===== src/rtl/pipeline_hazard_ctrl_if.sv =====
// Hazard-controller bus: datapath hazard inputs plus pipeline-register controls and statistics.
// The master modport is the controller side, and the slave modport is the datapath side.
interface pipeline_hazard_ctrl_if #(
  parameter int CNT_W = 16
);
  logic             id_ex_memread;
  logic [4:0]       id_ex_rd;
  logic [4:0]       if_id_rn;
  logic [4:0]       if_id_rm;
  logic             if_id_uses_rn;
  logic             if_id_uses_rm;
  logic             branch_taken;
  logic             pc_en;
  logic             if_id_en;
  logic             if_id_flush;
  logic             id_ex_flush;
  logic             ex_mem_flush;
  logic             pc_sel;
  logic [CNT_W-1:0] stall_cycles;
  logic [CNT_W-1:0] flush_count;

  modport master (
    input  id_ex_memread, id_ex_rd, if_id_rn, if_id_rm,
           if_id_uses_rn, if_id_uses_rm, branch_taken,
    output pc_en, if_id_en, if_id_flush, id_ex_flush, ex_mem_flush,
           pc_sel, stall_cycles, flush_count
  );

  modport slave (
    output id_ex_memread, id_ex_rd, if_id_rn, if_id_rm,
           if_id_uses_rn, if_id_uses_rm, branch_taken,
    input  pc_en, if_id_en, if_id_flush, id_ex_flush, ex_mem_flush,
           pc_sel, stall_cycles, flush_count
  );
endinterface


===== src/rtl/pipeline_hazard_ctrl.sv =====
// Load-use stall and taken-branch flush controller for the 5-stage pipeline.
// Its control outputs are combinational from the inputs and the state; its counters saturate.
module pipeline_hazard_ctrl #(
  parameter int LOAD_STALL = 1,
  parameter int CNT_W      = 16
) (
  input logic                  clk,
  input logic                  rst,
  pipeline_hazard_ctrl_if.master bus
);
  typedef enum logic [0:0] {RUN = 1'b0, STALL = 1'b1} state_t;

  localparam logic [2:0]       STALL_INIT = 3'(LOAD_STALL - 1);
  localparam logic [CNT_W-1:0] CNT_MAX    = {CNT_W{1'b1}};
  localparam logic [CNT_W-1:0] CNT_ONE    = CNT_W'(1);

  state_t           state;
  logic [2:0]       cnt;
  logic [CNT_W-1:0] stall_cnt;
  logic [CNT_W-1:0] flush_cnt;
  logic             hz;
  logic             stall_req;
  logic             do_stall;

  // Load-use detection; XZR (register 31) never creates a dependency.
  always_comb begin
    hz = bus.id_ex_memread && (bus.id_ex_rd != 5'd31) &&
         ((bus.if_id_uses_rn && (bus.id_ex_rd == bus.if_id_rn)) ||
          (bus.if_id_uses_rm && (bus.id_ex_rd == bus.if_id_rm)));
    case (state)
      RUN:     stall_req = hz;
      STALL:   stall_req = 1'b1;
      default: stall_req = 1'b0;
    endcase
    do_stall = stall_req && !bus.branch_taken;
  end

  // Pipeline register controls with the priority reset > branch > stall > idle.
  always_comb begin
    bus.pc_en        = 1'b1;
    bus.if_id_en     = 1'b1;
    bus.if_id_flush  = 1'b0;
    bus.id_ex_flush  = 1'b0;
    bus.ex_mem_flush = 1'b0;
    bus.pc_sel       = 1'b0;
    if (rst) begin
      bus.pc_en        = 1'b0;
      bus.if_id_en     = 1'b0;
      bus.if_id_flush  = 1'b1;
      bus.id_ex_flush  = 1'b1;
      bus.ex_mem_flush = 1'b1;
    end else if (bus.branch_taken) begin
      bus.pc_sel       = 1'b1;
      bus.if_id_flush  = 1'b1;
      bus.id_ex_flush  = 1'b1;
      bus.ex_mem_flush = 1'b1;
    end else if (do_stall) begin
      bus.pc_en        = 1'b0;
      bus.if_id_en     = 1'b0;
      bus.id_ex_flush  = 1'b1;
    end else begin
      bus.pc_en        = 1'b1;
      bus.if_id_en     = 1'b1;
    end
  end

  // Stall sequencing and the saturating event counters.
  always_ff @(posedge clk) begin
    if (rst) begin
      state     <= RUN;
      cnt       <= 3'd0;
      stall_cnt <= {CNT_W{1'b0}};
      flush_cnt <= {CNT_W{1'b0}};
    end else begin
      case (state)
        RUN: begin
          if (!bus.branch_taken && hz && (LOAD_STALL > 1)) begin
            state <= STALL;
            cnt   <= STALL_INIT;
          end
        end
        STALL: begin
          if (bus.branch_taken || (cnt == 3'd1)) begin
            state <= RUN;
            cnt   <= 3'd0;
          end else begin
            cnt   <= cnt - 3'd1;
          end
        end
        default: begin
          state <= RUN;
          cnt   <= 3'd0;
        end
      endcase
      if (do_stall && (stall_cnt != CNT_MAX)) stall_cnt <= stall_cnt + CNT_ONE;
      if (bus.branch_taken && (flush_cnt != CNT_MAX)) flush_cnt <= flush_cnt + CNT_ONE;
    end
  end

  assign bus.stall_cycles = stall_cnt;
  assign bus.flush_count  = flush_cnt;
endmodule


===== src/flat_wrapper.sv =====
// flat-port wrapper written by rule: the top's interface ports become plain ports
module pipeline_hazard_ctrl_flat 
#(
  parameter int LOAD_STALL = 1,
  parameter int CNT_W      = 16
)
  (clk, rst, bus_id_ex_memread, bus_id_ex_rd, bus_if_id_rn, bus_if_id_rm, bus_if_id_uses_rn, bus_if_id_uses_rm, bus_branch_taken, bus_pc_en, bus_if_id_en, bus_if_id_flush, bus_id_ex_flush, bus_ex_mem_flush, bus_pc_sel, bus_stall_cycles, bus_flush_count);
  pipeline_hazard_ctrl_if #(.CNT_W(CNT_W)) bus_i ();
  input logic clk;
  input logic rst;
  input wire logic [$bits(bus_i.id_ex_memread)-1:0] bus_id_ex_memread;
  input wire logic [$bits(bus_i.id_ex_rd)-1:0] bus_id_ex_rd;
  input wire logic [$bits(bus_i.if_id_rn)-1:0] bus_if_id_rn;
  input wire logic [$bits(bus_i.if_id_rm)-1:0] bus_if_id_rm;
  input wire logic [$bits(bus_i.if_id_uses_rn)-1:0] bus_if_id_uses_rn;
  input wire logic [$bits(bus_i.if_id_uses_rm)-1:0] bus_if_id_uses_rm;
  input wire logic [$bits(bus_i.branch_taken)-1:0] bus_branch_taken;
  output wire logic [$bits(bus_i.pc_en)-1:0] bus_pc_en;
  output wire logic [$bits(bus_i.if_id_en)-1:0] bus_if_id_en;
  output wire logic [$bits(bus_i.if_id_flush)-1:0] bus_if_id_flush;
  output wire logic [$bits(bus_i.id_ex_flush)-1:0] bus_id_ex_flush;
  output wire logic [$bits(bus_i.ex_mem_flush)-1:0] bus_ex_mem_flush;
  output wire logic [$bits(bus_i.pc_sel)-1:0] bus_pc_sel;
  output wire logic [$bits(bus_i.stall_cycles)-1:0] bus_stall_cycles;
  output wire logic [$bits(bus_i.flush_count)-1:0] bus_flush_count;
  assign bus_i.id_ex_memread = bus_id_ex_memread;
  assign bus_i.id_ex_rd = bus_id_ex_rd;
  assign bus_i.if_id_rn = bus_if_id_rn;
  assign bus_i.if_id_rm = bus_if_id_rm;
  assign bus_i.if_id_uses_rn = bus_if_id_uses_rn;
  assign bus_i.if_id_uses_rm = bus_if_id_uses_rm;
  assign bus_i.branch_taken = bus_branch_taken;
  assign bus_pc_en = bus_i.pc_en;
  assign bus_if_id_en = bus_i.if_id_en;
  assign bus_if_id_flush = bus_i.if_id_flush;
  assign bus_id_ex_flush = bus_i.id_ex_flush;
  assign bus_ex_mem_flush = bus_i.ex_mem_flush;
  assign bus_pc_sel = bus_i.pc_sel;
  assign bus_stall_cycles = bus_i.stall_cycles;
  assign bus_flush_count = bus_i.flush_count;
  pipeline_hazard_ctrl #(.LOAD_STALL(LOAD_STALL), .CNT_W(CNT_W)) u_core (.clk(clk), .rst(rst), .bus(bus_i));
endmodule

===== config.mk =====
export PLATFORM = sky130hd
export DESIGN_NAME = pipeline_hazard_ctrl_flat
export DESIGN_NICKNAME = d
export VERILOG_FILES = /design/src/rtl/pipeline_hazard_ctrl_if.sv /design/src/rtl/pipeline_hazard_ctrl.sv /design/src/flat_wrapper.sv
export SDC_FILE = /design/constraint.sdc
export NUM_CORES = 1
export LEC_CHECK = 0
export BUFFER_PORTS_ARGS = -buffer_cell sky130_fd_sc_hd__buf_2
export CAP_MARGIN = 25
export CORE_MARGIN = 10
export CORE_UTILIZATION = 51
export CTS_CLUSTER_SIZE = 8
export DETAILED_ROUTE_END_ITERATION = 7
export GPL_TIMING_DRIVEN = 0
export HOLD_SLACK_MARGIN = 0.05
export PLACE_DENSITY = 0.8
export SETUP_SLACK_MARGIN = 0.1
export SKIP_CTS_REPAIR_TIMING = 1
export SYNTH_ARGS = -nofsm -noshare
export SYNTH_HDL_FRONTEND = slang
export SYNTH_SLANG_ARGS = --single-unit
export TNS_END_PERCENT = 10

===== constraint.sdc =====
create_clock -name clk -period 3 [get_ports clk]
set_input_delay 0.9 -clock clk [delete_from_list [all_inputs] [get_ports clk]]
set_output_delay 0.9 -clock clk [all_outputs]
set_load 0.05 [all_outputs]

==> results of run 1 <==
==> critical path, cell delays in order <==
cell and delay (ps):
buf_6 100, xnor2_2 160, nand4_1 160, o22ai_2 270, a21oi_4 100, buf_6 140, nor2_4 120, nor2_4 50
buf_6 120, buf_8 140
==> per-layer routing <==
metal / up-vias / global-route usage / wire, µm
met5: - / 0 / 0
met4: 0 / 0.0334 / 21
met3: 2 / 0.0497 / 434
met2: 58 / 0.243 / 2590
met1: 911 / 0.171 / 2270
li1: 980 / - / -
==> power breakdown <==
part / total (µW) / internal (µW) / switching (µW)
clock: 418 / 247 / 171
combinational: 131 / 53.6 / 77.3
sequential: 484 / 480 / 3.16
==> cell usage after synthesis (all sizes together) (2+ instances only) <==
| cell | count | area (µm²) |
|---|---|---|
| and3 | 2 | 12.5 |
| a21oi | 10 | 53.8 |
| clkbuf | 6 | 22.5 |
| nor2b | 9 | 56.3 |
| or2 | 3 | 18.8 |
| o41ai | 3 | 33.8 |
| nor3 | 3 | 15.0 |
| inv | 9 | 33.8 |
| nand4b | 2 | 17.5 |
| nand2b | 3 | 18.8 |
| or4 | 3 | 22.5 |
| xnor2 | 17 | 149 |
| nand3 | 19 | 100 |
| a21o | 2 | 15.0 |
| o21ai | 5 | 25.0 |
| xor2 | 6 | 52.6 |
| nand4 | 9 | 56.3 |
| dfxtp | 36 | 721 |
| nor2 | 40 | 150 |
| ha | 4 | 50.1 |
| nor4b | 3 | 47.5 |
| and4 | 2 | 20.0 |
| nor4 | 5 | 31.3 |
| mux2 | 8 | 90.1 |
| o31ai | 3 | 22.5 |
| nand2 | 18 | 67.6 |
| buf | 5 | 28.8 |
==> path summary, 6_finish.rpt <==
check | startpoint | to | cells past startpoint
worst max-delay path | bus_if_id_rn[3] | bus_pc_en | 10
worst min-delay path | u_core.cnt[1] | u_core.cnt[1] | 2
worst min register to register | u_core.cnt[1] | u_core.cnt[1] | 2
worst max register to register | u_core.bus.stall_cycles[0] | u_core.bus.stall_cycles[12] | 6
==> cell families (layout without fill, tap and decap cells) <==
family,count (synthesis),after routing,synth area share
compound gates,28,28,0.0975
xor+xnor,23,23,0.101
fa+ha+maj,4,4,0.0250
buf+inv,20,89,0.0425
flops,36,36,0.360
mux,9,9,0.0500
simple gates,123,123,0.324
==> registers in the layout, summed over array words and instances, names as in the netlist <==
register,cells
u_core.bus.stall_cycles,16
u_core.state,1
u_core.cnt,3
u_core.bus.flush_count,16
==> area by class of cell <==
| type | instances | area share |
|---|---|---|
| Timing Repair Buffer | 61 | 0.145 |
| Inverter | 9 | 0.0128 |
| Clock buffer | 6 | 0.0275 |
| Buffer | 11 | 0.0256 |
| Clock inverter | 2 | 0.0133 |
| Sequential cell | 36 | 0.274 |
| Tap cell | 48 | 0.0228 |
| Multi-Input combinational cell | 187 | 0.480 |
==> layout by cell type, fill, tap and decap left out, types with 6 or more instances in the layout <==
master | synthesis | layout
nand4_1 | 9 | 9
mux2_2 | 6 | 6
buf_6 | 0 | 11
xnor2_2 | 0 | 6
nand3_1 | 18 | 18
a21oi_1 | 9 | 9
nor2b_1 | 9 | 9
dfxtp_1 | 36 | 36
nand2_1 | 18 | 18
nor2_1 | 40 | 38
xnor2_1 | 17 | 11
buf_2 | 2 | 48
inv_1 | 9 | 8
xor2_1 | 6 | 6
==> through the flow <==
step           setup TNS (ps)  cells  setup WS (ps)  total power [µW]  utilization
6_report                 -253    360           -147              1030        0.709
5_1_grt                  -477    360           -232              1070        0.709
4_1_cts                 -1100    356           -423              1020        0.669
3_5_place_dp            -1090    348           -419               604        0.640
3_3_place_gp            -1050    348           -433               602        0.640
2_1_floorplan           -52.7    243          -52.7               568            -
==> run summary, run 1 <==
Share of cells above drive strength 1: 0.317
CTS tree: done
Fin nets: 336
Setup violators final: 2
Reg2reg setup slack: 1040 ps
Design area: 2640 µm²
Power per cell area: 392 nW/µm²
DR pass1 iterations: 4
DRC violations left: 0
Routed WL: 5320 µm
Post-synthesis cell type count: 44
DR WL/cell: 14.8 µm
First-pass GRT wire length: 7990 µm
Peak supply drop: 0.334 mV
Sequential share of the synthesized area: 0.360
Clk sinks: 36
Routed via count: 1951
Worst skew pair latency: 280 ps
EDFF count, synth: 0
RD Place Congestion: 0.823
Synthesized instance count: 243
Initial Utilization: 0.539
Worst setup margin: -147 ps
Area delta synth->final: 31.6%
RSZ-0062 raised after global routing: true
Core area: 3720 µm²
Clk buf depth: 2
Placed inst area: 2380 µm²
Post-synth ARST share: 0
Startpoint types: input pin
Via-per-instance ratio: 5.42
Number of global-route vias before repair: 1796
ANT cells: 0
Die area: 6830 µm²
Max_cap viols: 0
Initial DRC count: 110
Port-buffer cells: 57
Worst Tran Pin Value: 496 ps
Clock Skews: 5.53 ps
Antenna-violating nets left: 0
H-tree depth: 2
Register area: 721 µm²
Clock-pin slew on the worst setup and hold paths: 70 ps
Grt total ovfl: 0
Status: finished, violations left
Largest net degree at the start of global routing: 12
Gr usage total: 0.144
Total CTS buffers: 5
Post-synthesis register bit count: 36
CTS root buf: clkbuf_8
Synthesis Warnings: 0
Relative slew slack: 0.669
DIE HEIGHT: 82.7 µm
Tmin final: 3150 ps
Final hold vios: 0
Fillers: 289
Tightest Hold Check Type: flop to flop
FP Rows: 22
Max Fanout on Critical Path: 5
Synthesized net count: 268
Die span in x: 82.7 µm
Max-slew violations: 0
DP HPWL: 3900 µm
Main synth FF type: dfxtp_1
I/O pin cnt: 59
Fmax: 318 MHz
Worst path arrival time: 2250 ps
Failing checks: negative setup slack
CP endpoint kind: output port
Synthesized cell area: 2000 µm²
Synth Area per Inst: 8.24 µm²
Antenna violations before repair: 0
Worst EP required: 2100 ps
Leak: 0.00111 µW
Critical path class: input pin to output port
Tcrit/Tclk final: 1.05
WHS: 470 ps
Multi-input gate area: 1260 µm²
(Power assumes the default switching activity.)
==> run 2, diff against run 1 <==
- MAX_ROUTING_LAYER: default -> met4
==> run 2 against run 1 <==
  * The run still ends with negative setup slack left
  * Non-clock buffer count unchanged
  * Global-route usage rose by 0.42 points
  * Die area stayed put
  * Sequential share of layout area unchanged
  * Sequential cell count unchanged
  * Setup slack barely moved
  * Wire length is 0.19% lower
  * Total power hardly changed
  * Maximum frequency barely moved
  * Highest routed layer unchanged
==> run summary, run 2 (synthesis results as in run 1) <==
Status: finished, violations left
Failing checks: negative setup slack
Grt total ovfl: 0
Clk sinks: 36
First-pass GRT wire length: 7980 µm
Fmax: 318 MHz
ANT cells: 0
Multi-input gate area: 1260 µm²
DRC violations left: 0
Worst setup margin: -146 ps
Total CTS buffers: 5
Routed WL: 5310 µm
Antenna-violating nets left: 0
Port-buffer cells: 57
Via-per-instance ratio: 5.41
Clk buf depth: 2
Final hold vios: 0
Most frequent CP cell: buf_6
Area delta synth->final: 31.6%
FP Rows: 22
Worst Tran Pin Value: 489 ps
Gr usage total: 0.148
DP HPWL: 3900 µm
Initial DRC count: 133
Routed via count: 1949
I/O pin cnt: 59
DR WL/cell: 14.7 µm
Max-slew violations: 0
Tcrit/Tclk final: 1.05
Die span in x: 82.7 µm
Initial Utilization: 0.539
Power, Total: 1030 µW
Worst path arrival time: 2250 ps
H-tree depth: 2
Clock Skews: 5.46 ps
Fillers: 289
DR pass1 iterations: 4
Leak: 0.00111 µW
Most frequent cells in the layout: 48 x buf_2, 38 x nor2_1, 36 x dfxtp_1
Relative slew slack: 0.674
CP top delay family: buffers and inverters
Clock-pin slew on the worst setup and hold paths: 70 ps
Power per cell area: 392 nW/µm²
Largest net degree at the start of global routing: 12
Core area: 3720 µm²
Setup violators final: 2
Number of global-route vias before repair: 1797
Worst skew pair latency: 280 ps
Leading cell type in the layout, fill and taps excluded: buf_2
Startpoint types: input pin
Share of cells above drive strength 1: 0.317
Pre-CTS setup slack: -419 ps
DIE HEIGHT: 82.7 µm
Max_cap viols: 0
Fin nets: 336
Critical path class: input pin to output port
CP endpoint kind: output port
CTS root buf: clkbuf_8
Largest stage delay on the critical path: 270 ps
Slowest cell on the critical path: o22ai_2
Tightest Hold Check Type: flop to flop
Die area: 6830 µm²
RSZ-0062 raised after global routing: true
Antenna violations before repair: 0
Crit-path cells: buf_6, xnor2_2, nand4_1, o22ai_2, a21oi_4, buf_6, nor2_4, nor2_4, buf_6, buf_8
Worst EP required: 2100 ps
Register area: 721 µm²
CTS tree: done
Tmin final: 3150 ps
RD Place Congestion: 0.836
Max Fanout on Critical Path: 5
Peak supply drop: 0.334 mV
Worst path bufs/invs: 4
## run 2: per-layer routing
layer	up-vias	wire length [µm]	part of all wire	track usage
met3	2	408	0.077	0.0454
met5	-	0	0	-
met1	905	2300	0.43	0.174
met2	60	2580	0.49	0.243
met4	0	21	0.0040	0.0334
li1	982	-	-	-
## run 2: layout make-up
class	instances	share of cell area
Tap cell	48	0.0228
Multi-Input combinational cell	187	0.480
Clock buffer	6	0.0275
Timing Repair Buffer	61	0.145
Inverter	9	0.0128
Clock inverter	2	0.0133
Buffer	11	0.0256
Sequential cell	36	0.274
## run 2: final timing paths
check	from	to	slack, ps	cells after the start
max reg2reg	u_core.bus.stall_cycles[0]	u_core.bus.stall_cycles[12]	1040	6
min reg2reg	u_core.cnt[1]	u_core.cnt[1]	470	2
min	u_core.cnt[1]	u_core.cnt[1]	470	2
max	bus_if_id_rn[3]	bus_pc_en	-150	10
## run 2: metrics by stage
| step | std cells | hold WS, ps | utilization | setup TNS (ps) | instance area [µm²] |
|---|---|---|---|---|---|
| 3_3_place_gp | 348 | 444 | 0.640 | -1050 | 2380 |
| 5_1_grt | 360 | 521 | 0.709 | -477 | 2640 |
| 6_report | 360 | 470 | 0.709 | -252 | 2640 |
| 2_1_floorplan | 243 | 425 | - | -52.7 | 2030 |
| 3_5_place_dp | 348 | 455 | 0.640 | -1090 | 2380 |
| 4_1_cts | 356 | 474 | 0.669 | -1100 | 2490 |
## run 2: power breakdown
| part | internal (µW) | total (µW) | switching, µW |
|---|---|---|---|
| Clock | 247 | 418 | 171 |
| Combinational | 53.6 | 131 | 77.3 |
| Sequential | 480 | 484 | 3.16 |
## run 2: worst register-to-register path: stages (launching register included)
cell and delay (ps):
dfxtp_1 390, ha_1 240, nand3_1 160, or2_1 240, clkbuf_1 180, nor4_1 270, mux2_2 360
==> run 3, diff against run 2 <==
- CORE_UTILIZATION: 51 -> 40
- PLACE_DENSITY: 0.8 -> 0.65
==> run 3 against run 2 <==
  * The run still ends with negative setup slack left
  * Critical path depth is the same
  * Via count shrank 0.56%
  * Count of clock-buffer cells in the layout grew 1
  * Global-route usage shrank 1.8 points
  * Sequential share of layout area shrank 0.37 points
  * Clock power grew 13%
  * Combinational power is essentially flat
  * Critical path type unchanged
  * Largest power group unchanged
==> run summary, run 3 (synthesis results as in run 1) <==
Status: finished, violations left
Failing checks: negative setup slack
Int Pwr: 828 µW
Clk sinks: 36
Worst path arrival time: 2130 ps
Clk network pwr share: 0.434
Core area: 4790 µm²
Worst Tran Pin Value: 442 ps
Reg2reg setup slack: 1020 ps
Max-slew violations: 0
CTS root buf: clkbuf_8
Die span in x: 90.7 µm
Port-buffer cells: 57
Multi-input gate area: 1280 µm²
First-pass GRT wire length: 8730 µm
DR WL/cell: 14.1 µm
Tmin final: 3030 ps
Fmax: 330 MHz
Leak: 0.00112 µW
Startpoint types: input pin
Routed via count: 1938
Gr usage total: 0.130
CTS tree: done
RSZ-0062 raised after global routing: true
Setup violators final: 1
Hold Startpoint: u_core.cnt[1]
Grt total ovfl: 0
Die area: 8230 µm²
ANT cells: 0
Antenna violations before repair: 0
Worst r2r path cells: 6
Antenna-violating nets left: 0
DR pass1 iterations: 4
Routed WL: 5290 µm
DRC violations left: 0
Worst hold stages: 2
CP endpoint kind: output port
Register area: 721 µm²
Placed inst area: 2400 µm²
Initial DRC count: 78
Worst setup margin: -29.2 ps
Worst EP required: 2100 ps
FP Rows: 25
Final hold vios: 0
Pre-CTS setup slack: -486 ps
Part of the power in registers: 0.446
Largest net degree at the start of global routing: 12
Fin nets: 333
Leading cell type in the layout, fill and taps excluded: buf_2
Critical path class: input pin to output port
Area delta synth->final: 33.4%
I/O pin cnt: 59
Tcrit/Tclk final: 1.01
Worst r2r dst: u_core.bus.stall_cycles[12]
Max_cap viols: 0
DIE HEIGHT: 90.7 µm
Tightest Hold Check Type: flop to flop
Max Fanout on Critical Path: 3
Fillers: 466
Hold endpoint: u_core.cnt[1]
DP HPWL: 3980 µm
H-tree depth: 2
Sw frac: 0.237
Worst r2r src: u_core.bus.stall_cycles[0]
Design area: 2670 µm²
Clock Skews: 2.53 ps
Via-per-instance ratio: 5.15
Worst skew pair latency: 290 ps
Power per cell area: 406 nW/µm²
Number of global-route vias before repair: 1886
NetSw: 257 µW
Most frequent cells in the layout: 47 x buf_2, 38 x nor2_1, 36 x dfxtp_1
Total CTS buffers: 5
Peak supply drop: 0.213 mV
Power, Total: 1080 µW
Initial Utilization: 0.418
RD Place Congestion: 0.810
Clk buf depth: 2
Relative slew slack: 0.702
Combinational power share: 0.119
Share of cells above drive strength 1: 0.320
Clock-pin slew on the worst setup and hold paths: 70 ps
## run 3: cell type report
class / count / area share
Multi-Input combinational cell: 187 / 0.479
Tap cell: 67 / 0.0314
Timing Repair Buffer: 59 / 0.137
Sequential cell: 36 / 0.270
Buffer: 10 / 0.0234
Clock inverter: 1 / 0.0112
Clock buffer: 7 / 0.0361
Inverter: 9 / 0.0126
## run 3: through the flow
stage	hold WS [ps]	util	std cells	setup TNS [ps]
2_1_floorplan	425	-	243	-52.7
3_3_place_gp	447	0.502	367	-1150
3_5_place_dp	445	0.502	367	-1320
4_1_cts	462	0.529	375	-1340
5_1_grt	492	0.558	376	-227
6_report	456	0.558	376	-29.2
## run 3: per-layer routing
layer | vias up | part of all wire | global-route usage | wire length (µm)
met4 | 0 | 0.022 | 0.0584 | 116
met3 | 10 | 0.050 | 0.0366 | 267
met2 | 47 | 0.47 | 0.212 | 2480
met1 | 901 | 0.46 | 0.145 | 2420
met5 | - | 0 | - | 0
li1 | 980 | - | - | -
## run 3: worst max path at each step
stage / from / to / slack, ps
final: bus_id_ex_rd[4] / bus_pc_en / -30
after global routing: bus_id_ex_rd[4] / bus_pc_en / -130
after CTS: rst / bus_pc_en / -490
after detailed placement: rst / bus_pc_en / -490
after global placement: rst / bus_pc_en / -460
after floorplan: bus_if_id_rm[4] / bus_pc_en / -50
## run 3: critical path, stage by stage
cell	delay [ps]
buf_4	130
xnor2_2	120
nand4_1	120
o22ai_2	230
a21oi_4	90
buf_6	130
nor2_4	110
nor2_4	40
buf_6	110
buf_8	140
## run 3: power by group through the flow
stage	Clock, µW	Combinational, µW	Sequential [µW]
after floorplan	0	63.5	505
after global placement	0	108	495
after detailed placement	0	109	495
after CTS	483	109	484
after global routing	496	142	484
final	471	129	484
